[config.mk]
export PLATFORM = sky130hd
export DESIGN_NAME = sm_uart_loader
export DESIGN_NICKNAME = d
export VERILOG_FILES = /design/src/rtl/sm_uart_loader_pkg.sv /design/src/rtl/sm_uart_loader_asm.sv /design/src/rtl/sm_uart_loader.sv
export SDC_FILE = /design/constraint.sdc
export NUM_CORES = 1
export LEC_CHECK = 0
export BUFFER_PORTS_ARGS = -buffer_cell sky130_fd_sc_hd__buf_2
export CORE_ASPECT_RATIO = 1.5
export CORE_MARGIN = 2
export CORE_UTILIZATION = 45
export DETAILED_ROUTE_END_ITERATION = 10
export PLACE_DENSITY = 0.64
export SETUP_SLACK_MARGIN = 0.1
export SYNTH_ARGS = -nofsm -noshare
export SYNTH_HDL_FRONTEND = slang
export SYNTH_SLANG_ARGS = --single-unit
[constraint.sdc]
create_clock -name clk -period 4.6 [get_ports clk]
set_clock_uncertainty 0.15 [all_clocks]
set_input_delay 0.23 -clock clk [delete_from_list [all_inputs] [get_ports clk]]
set_output_delay 0.23 -clock clk [all_outputs]
set_load 0.01 [all_outputs]
[src/rtl/sm_uart_loader_pkg.sv]
// sm_uart_loader_pkg: loader state encoding, default sizing and counter-width helper
package sm_uart_loader_pkg;

    typedef enum logic [2:0] {
        IDLE,
        CLEAR,
        WAIT_BYTE,
        WRITE,
        RELEASE
    } loaderState_t;

    localparam int DEF_WORDS    = 16;
    localparam int DEF_ADDR_W   = 5;
    localparam int DEF_TIMEOUT  = 1048576;
    localparam int DEF_RST_HOLD = 2;

    function automatic int cntWidth(input int maxVal);
        return (maxVal < 1) ? 1 : $clog2(maxVal + 1);
    endfunction

endpackage

[src/rtl/sm_uart_loader_asm.sv]
// sm_uart_loader_asm: packs UART bytes MSB-first into 32-bit words, flags the completing byte
module sm_uart_loader_asm (
    input  logic        clk,
    input  logic        rst,
    input  logic        clr,
    input  logic        en,
    input  logic [7:0]  rxData,
    input  logic        rxValid,
    output logic [31:0] word,
    output logic        wordValid
);

    logic [23:0] shift;
    logic [1:0]  byteCnt;
    logic        take;

    assign take      = en && rxValid;
    assign word      = {shift, rxData};
    assign wordValid = take && (byteCnt == 2'd3);

    // shift in each accepted byte and count position within the word (wraps every 4)
    always_ff @(posedge clk or posedge rst) begin
        if (rst) begin
            shift   <= '0;
            byteCnt <= '0;
        end else if (clr) begin
            shift   <= '0;
            byteCnt <= '0;
        end else if (take) begin
            shift   <= {shift[15:0], rxData};
            byteCnt <= byteCnt + 2'd1;
        end
    end

endmodule

[src/rtl/sm_uart_loader.sv]
// sm_uart_loader: holds the CPU in reset, zero-fills the ROM, then loads UART words into it
module sm_uart_loader
    import sm_uart_loader_pkg::*;
#(
    parameter int WORDS    = DEF_WORDS,
    parameter int ADDR_W   = DEF_ADDR_W,
    parameter int TIMEOUT  = DEF_TIMEOUT,
    parameter int RST_HOLD = DEF_RST_HOLD
) (
    input  logic              clk,
    input  logic              rst,
    input  logic              load_req,
    input  logic [7:0]        rx_data,
    input  logic              rx_valid,
    output logic              mem_we,
    output logic [ADDR_W-1:0] mem_addr,
    output logic [31:0]       mem_wdata,
    output logic              cpu_rst,
    output logic              busy,
    output logic              done,
    output logic              err
);

    localparam int TW   = cntWidth(TIMEOUT);
    localparam int HOLD = (RST_HOLD < 1) ? 1 : RST_HOLD;
    localparam int HW   = cntWidth(HOLD);

    localparam logic [ADDR_W-1:0] LAST_ADDR = ADDR_W'(WORDS - 1);
    localparam logic [TW-1:0]     TO_LAST   = TW'(TIMEOUT - 1);
    localparam logic [TW-1:0]     TO_MAX    = TW'(TIMEOUT);
    localparam logic [HW-1:0]     HOLD_LAST = HW'(HOLD - 1);

    loaderState_t  state;
    logic          loadReqQ;
    logic          loadEdge;
    logic [TW-1:0] idleCnt;
    logic [HW-1:0] holdCnt;
    logic [31:0]   word;
    logic          wordValid;

    assign loadEdge = load_req && !loadReqQ;

    sm_uart_loader_asm u_asm (
        .clk       (clk),
        .rst       (rst),
        .clr       (state == IDLE),
        .en        (state == WAIT_BYTE || state == WRITE),
        .rxData    (rx_data),
        .rxValid   (rx_valid),
        .word      (word),
        .wordValid (wordValid)
    );

    // loader sequencing: clear sweep, byte wait with timeout, word write, reset-hold release
    always_ff @(posedge clk or posedge rst) begin
        if (rst) begin
            state     <= IDLE;
            loadReqQ  <= 1'b0;
            idleCnt   <= '0;
            holdCnt   <= '0;
            mem_we    <= 1'b0;
            mem_addr  <= '0;
            mem_wdata <= '0;
            cpu_rst   <= 1'b0;
            busy      <= 1'b0;
            done      <= 1'b0;
            err       <= 1'b0;
        end else begin
            loadReqQ <= load_req;
            done     <= 1'b0;
            case (state)
                IDLE: begin
                    if (loadEdge) begin
                        state     <= CLEAR;
                        cpu_rst   <= 1'b1;
                        busy      <= 1'b1;
                        err       <= 1'b0;
                        mem_we    <= 1'b1;
                        mem_addr  <= '0;
                        mem_wdata <= '0;
                        idleCnt   <= '0;
                        holdCnt   <= '0;
                    end
                end
                CLEAR: begin
                    if (mem_addr == LAST_ADDR) begin
                        state    <= WAIT_BYTE;
                        mem_we   <= 1'b0;
                        mem_addr <= '0;
                    end else begin
                        mem_addr <= mem_addr + ADDR_W'(1);
                    end
                end
                WAIT_BYTE: begin
                    if (wordValid) begin
                        state     <= WRITE;
                        mem_we    <= 1'b1;
                        mem_wdata <= word;
                        idleCnt   <= '0;
                    end else if (rx_valid) begin
                        idleCnt <= '0;
                    end else if (idleCnt == TO_LAST) begin
                        idleCnt <= TO_MAX;
                        err     <= 1'b1;
                        holdCnt <= '0;
                        state   <= RELEASE;
                    end else if (idleCnt != TO_MAX) begin
                        idleCnt <= idleCnt + TW'(1);
                    end
                end
                WRITE: begin
                    mem_we  <= 1'b0;
                    idleCnt <= '0;
                    if (mem_addr == LAST_ADDR) begin
                        holdCnt <= '0;
                        state   <= RELEASE;
                    end else begin
                        mem_addr <= mem_addr + ADDR_W'(1);
                        state    <= WAIT_BYTE;
                    end
                end
                RELEASE: begin
                    if (holdCnt == HOLD_LAST) begin
                        state   <= IDLE;
                        cpu_rst <= 1'b0;
                        busy    <= 1'b0;
                        done    <= !err;
                    end else begin
                        holdCnt <= holdCnt + HW'(1);
                    end
                end
                default: state <= IDLE;
            endcase
        end
    end

endmodule

## After elaboration in Yosys (flattened, before gate mapping)

Index checks and enable logic that the tools add are counted.

- Bits of input ports: 12
- Register bits: 94

- Multiplexer cells: 45
- $add $sub $neg: 4
- Reductions and logical operators: 22
- Equality and inequality tests: 22

Operators by type and width:

| cell | count |
|---|---|
| 2-to-1 mux 21 bit | 5 |
| 2-to-1 mux 32 bit | 2 |
| one-hot mux 32 bit (2 select lines) | 1 |
| one-hot mux 21 bit (3 select lines) | 1 |
| 2-to-1 mux 24 bit | 2 |
| adder 21 x 1 -> 21 bit, second input constant | 1 |
| equality test 21 x 20 -> 1 bit, second input constant | 1 |
| 2-to-1 mux 3 bit | 7 |
| != test 21 bit, second input constant | 1 |
| 2-to-1 mux 2 bit | 8 |
| 2-to-1 mux 5 bit | 3 |
| one-hot mux 3 bit (5 select lines) | 1 |
| one-hot mux 5 bit (3 select lines) | 1 |
| != test 2 bit, second input constant | 7 |
| AND reduction 3 bit | 4 |
| 2-to-1 mux 1 bit | 10 |
| AND reduction 5 bit | 2 |
| one-hot mux 2 bit (4 select lines) | 1 |
| nonzero test 4 bit | 2 |
| AND reduction 7 bit | 1 |
| equality test 3 x 2 -> 1 bit, second input constant | 2 |
| != test 2 x 1 -> 1 bit, second input constant | 3 |
| nonzero test 2 bit | 3 |
| nonzero test 3 bit | 2 |
| other kinds (17) | 22 |

## Logic depth before layout (Yosys ltp)

- Word-level depth: 6
- Depth in mapped cells: 8

## By module

From an unflattened synthesis, not the netlist that was laid out.

- Cells, all modules: 485
- Area, all modules: 4643.2 µm²

By module, submodules not included:

| module | cells each | area an instance (µm²) | sequential area each (µm²) | times used |
|---|---|---|---|---|
| sm_uart_loader | 377 | 3393.3 | 1701.6 | 1 |
| sm_uart_loader_asm | 108 | 1249.9 | 650.6 | 1 |

## Least setup slack after synthesis

Ideal clock, no wire load.

- Path kind: flip-flop to flip-flop
- Start: reg idleCnt[0]
- End: reg idleCnt[9]
- Arrival: 1.764 ns
- Path buffers: 0
- Slack: 2.565 ns
- Setup time: 0.121 ns
- Period minus slack after synthesis: 2.035 ns
- Cell stages (with the launch flop): 7
- Data required time: 4.329 ns
- Cells stage by stage: dfrtp_1 > ha_1 > nand3_2 > nor4_4 > a21oi_4 > a21o_1 > a22o_1

- Word-level cells in the longest chain between the ends: 6
- Elaborated cells between the ends (all ways): 10

Ends and longest elaborated chain:

| item | line | text |
|---|---|---|
| start: declaration | sm_uart_loader.sv:36 | `logic [TW-1:0] idleCnt;` |
| start signal: assignment | sm_uart_loader.sv:108 | `idleCnt <= idleCnt + TW'(1);` |
| adder 21 x 1 -> 21 bit | sm_uart_loader.sv:108 |  |
| 2-to-1 mux 21 bit | sm_uart_loader.sv:107 | `end else if (idleCnt != TO_MAX) begin` |
| 2-to-1 mux 21 bit | sm_uart_loader.sv:102 | `end else if (idleCnt == TO_LAST) begin` |
| 2-to-1 mux 21 bit | sm_uart_loader.sv:100 | `end else if (rx_valid) begin` |
| 2-to-1 mux 21 bit | sm_uart_loader.sv:95 | `if (wordValid) begin` |
| one-hot mux 21 bit (3 select lines) | sm_uart_loader.sv:71 | `case (state)` |

Several ways; a longest one is shown, not always the timed one. The select of a mux whose other input is x is not followed.
A chain may end at the register's enable or synchronous reset.

## Worst setup path in the final report

- Start: reg state[1]
- End: reg idleCnt[2]

- Word-level cells in the longest chain between the ends: 6
- Elaborated cells between the ends (all ways): 12

Ends and longest elaborated chain:

| item | line | text |
|---|---|---|
| start: declaration | sm_uart_loader.sv:33 | `loaderState_t state;` |
| start signal: assignment | sm_uart_loader.sv:57 | `state <= IDLE;` |
| start signal: assignment | sm_uart_loader.sv:74 | `state <= CLEAR;` |
| start signal: assignment | sm_uart_loader.sv:87 | `state <= WAIT_BYTE;` |
| equality test 3 x 2 -> 1 bit | sm_uart_loader.sv:47, sm_uart_loader.sv:71 |  |
| logical OR 1 bit | sm_uart_loader.sv:47 | `.en (state == WAIT_BYTE \|\| state == WRITE),` |
| logical AND 1 bit | sm_uart_loader_asm.sv:17 | `assign take = en && rxValid;` |
| logical AND 1 bit | sm_uart_loader_asm.sv:19 | `assign wordValid = take && (byteCnt == 2'd3);` |
| != test 5 x 2 -> 1 bit (no source line) or 2-to-1 mux 21 bit (tied branches) | -- |  |
| AND reduction 3 bit (no source line) or one-hot mux 21 bit (3 select lines) (tied branches) | -- |  |

Several ways; a longest one is shown, not always the timed one.

==> run_results.csv <==
group,metric,value,unit
clock_tree,cts_resized,0,
sta,worst-slew-pin-transition,1.073,ns
finish,layout_common_cells,"122 x nand2_1, 94 x dfrtp_1, 56 x o21ai_0, 53 x buf_2, 28 x a21oi_1",
route,wl_per_cell,15.25,µm
global_route,grt_pass1_wl,16710,µm
clock_tree,cts.sinks,94,
finish,layout.nets,541,
yosys,syn_area,4387,µm²
floorplan,die_h,124.9,µm
clock_tree,cts_tree,"done",
route,wirelength,9791,µm
sta,slew_headroom,28.05,%
global_route,grt_pass1_vias,3397,
global_route,globalRouteOverflowTotal,0,
yosys,seq_area_frac_synth,53.62,%
yosys,ys_types,54,
place,io_buffers,53,
sta,tns,0,ns
floorplan,die_w,84.62,µm
route,drt_first_iter_violations,194,
clock_tree,cts_max_level,3,
route,drt-pass1-iter-count,4,
global_route,grt_start_max_net_pins,59,
clock_tree,clock_latency,0.35,ns
finish,fin_cells,642,
yosys,yosys_warnings,0,
yosys,yosys.area_share.simple,21.05,%
clock_tree,holdBufCountCts,10,
yosys,synth_xor_xnor_area_share,0.7986,%
status,status,"finished, final reports clean",
sta,hold_ws,0.1832,ns
worst_setup_path,startpoint_type,"flip-flop",
pwr,peakVddDrop,242.3,µV
yosys,synth_ff_type,"dfrtp_1",
clock_tree,cts_buffer_depth,2,
clock_tree,cts_root_buffer,"clkbuf_16",
worst_setup_path,end_kind,"flip-flop",
global_route,grt.total_usage,19.75,%
worst_setup_path,required,4.66,ns
clock_tree,path_clk_slew,0.07,ns
pwr,leakage,0.002322,µW
route,drc,0,
clock_tree,numCtsBuffers,9,
sta,hold_viol_final,0,
yosys,synth-edff-count,0,
floorplan,rows,44,
yosys,synthArstFlopShare,100.0,%
global_route,grt_antenna_before_repair,0,
yosys,syn_inst,469,
yosys,syn-num-nets,488,
worst_setup_path,cp_data_arrival_time,3.19,ns
finish,nFillCells,899,
place,gp_congestion,0.8505,
floorplan,start_util,45.79,%
sta,fin_crit,3.128,ns
yosys,syn_area_per_cell,9.353,µm²
yosys,synth-adder-area-share,1.997,%
sta,rsz0062_at_grt,"false",
finish,synthToLayoutAreaGrowth,17.03,%
finish,num_antenna_cells,0,
floorplan,io_pins,54,
yosys,synth-compound-area-share,18.05,%
place,dp_hpwl,6657,µm
worst_setup_path,critPathKind,"reg -> reg",
min_path,hp-class,"in -> reg",
yosys,synth_top_family_by_area,"simple AND/OR/NAND/NOR gates",
finish,drive_above_1_share,17.08,%
yosys,ys_ff_latch,94,
sta,finalMaxSlewViolations,0,
pwr,p_per_area,461.2,nW/µm²
sta,period_share,68.00,%
worst_setup_path,cp_max_fo,38,
floorplan,core_area,9579,µm²
route,viasPerCell,5.463,
finish,mostFrequentLayoutCell,"nand2_1",
sta,fmax,319.7,MHz
yosys,synthMuxAreaShare,0.4849,%
route,postRouteAntennaNets,0,
clock_tree,postCtsSetupBuffers,0,
run,cap_violations,0,
route,via_count,3507,
sta,setup_viol,0,
floorplan,die-area,10570,µm²
place,dp.cells,616,
report_power, final:
group | switching (µW) | internal [µW] | leakage (µW) | total, µW
sequential | 86.1 | 925 | 0.00129 | 1010
combinational | 396 | 189 | 0.000883 | 585
clock | 337 | 434 | 0.000150 | 771
synth_stat cells (2+ instances only):
master    count  share of area [%]
a21oi_1      28                3.2
nor2_1       19                1.6
inv_1        13                1.1
clkbuf_1     14                1.2
or2_2         2               0.29
nand4_1       4               0.57
nor4_1        4               0.57
o41ai_1       2               0.40
nor4b_1       2               0.40
nor3b_2       2               0.57
o22ai_1       2               0.29
nand3_1      16                1.8
nand2_1     122                 10
xnor2_1       2               0.40
a31oi_1       2               0.29
nor2b_1       5               0.71
o21ai_1       2               0.23
and3_1        4               0.57
o21ai_0      56                6.4
buf_6         2               0.51
nand2b_1      6               0.86
buf_4         3               0.51
or4_1         2               0.34
a22o_1       13                2.6
xor2_1        2               0.40
dfrtp_1      94                 54
a211oi_1      2               0.34
ha_1          7                2.0
o31ai_1       5               0.86
o21bai_1      3               0.51
buf_2         5               0.57
nor3_1        2               0.23
cell type report:
cell class | count | area [µm²] | area share (%)
Sequential cell | 94 | 2352 | 45.82
Multi-Input combinational cell | 337 | 1881 | 36.63
Timing Repair Buffer | 67 | 395.4 | 7.702
Clock buffer | 9 | 225.2 | 4.387
Tap cell | 115 | 143.9 | 2.803
Clock inverter | 7 | 86.33 | 1.682
Inverter | 13 | 50.05 | 0.9749
critical path, stage by stage, from the launching register on:
cell	delay [ns]
dfrtp_1	0.53
nor3b_4	0.24
buf_4	0.39
nand2_2	0.29
o31ai_4	0.82
nand2b_1	0.41
o21ai_0	0.15
kinds of logic (layout without fill, tap and decap cells):
kind of cell | after synthesis | in the layout
XOR/XNOR | 4 | 4
multiplexers | 2 | 2
AND/OR/NAND/NOR | 197 | 197
adder cells (fa/ha/maj) | 7 | 7
flip-flops | 94 | 94
AO/OA/AOI/OAI | 127 | 127
buffers and inverters | 38 | 96
metal layers:
layer,vias to the layer above,GRT usage [%],wire length (µm)
met4,0,8.310,195
met5,-,0,0
li1,1739,-,-
met2,61,33.02,5073
met3,11,3.777,317
met1,1696,24.90,4206
stage by stage:
step	utilization (%)	cell area, µm²	worst slack [ns]	power (µW)
floorplan	-	4387	1.771	1431
global placement	49.29	4722	1.606	1595
detailed placement	49.29	4722	1.494	1613
CTS	53.59	5134	1.465	2398
global route	53.59	5134	1.219	2512
finish	53.59	5134	1.472	2368
state kept, by name (all words and copies together) (netlist names):
signal         flops
mem_we             1
holdCnt            2
mem_addr           5
done               1
busy               1
err                1
mem_wdata         32
u_asm.shift       24
loadReqQ           1
idleCnt           21
u_asm.byteCnt      2
state              3
path summary, 6_finish.rpt:
path | startpoint | slack, ns | endpoint | cells past startpoint
worst min register to register | mem_wdata[29] | 0.32 | mem_wdata[29] | 2
max in group asynchronous | rst | 2.78 | u_asm.shift[1] | 4
min in group asynchronous | rst | 0.47 | mem_wdata[3] | 3
worst max register to register | state[1] | 1.47 | idleCnt[2] | 6
worst max-delay path | state[1] | 1.47 | idleCnt[2] | 6
worst min-delay path | rx_valid | 0.18 | state[0] | 3
(Power assumes the default switching activity.)
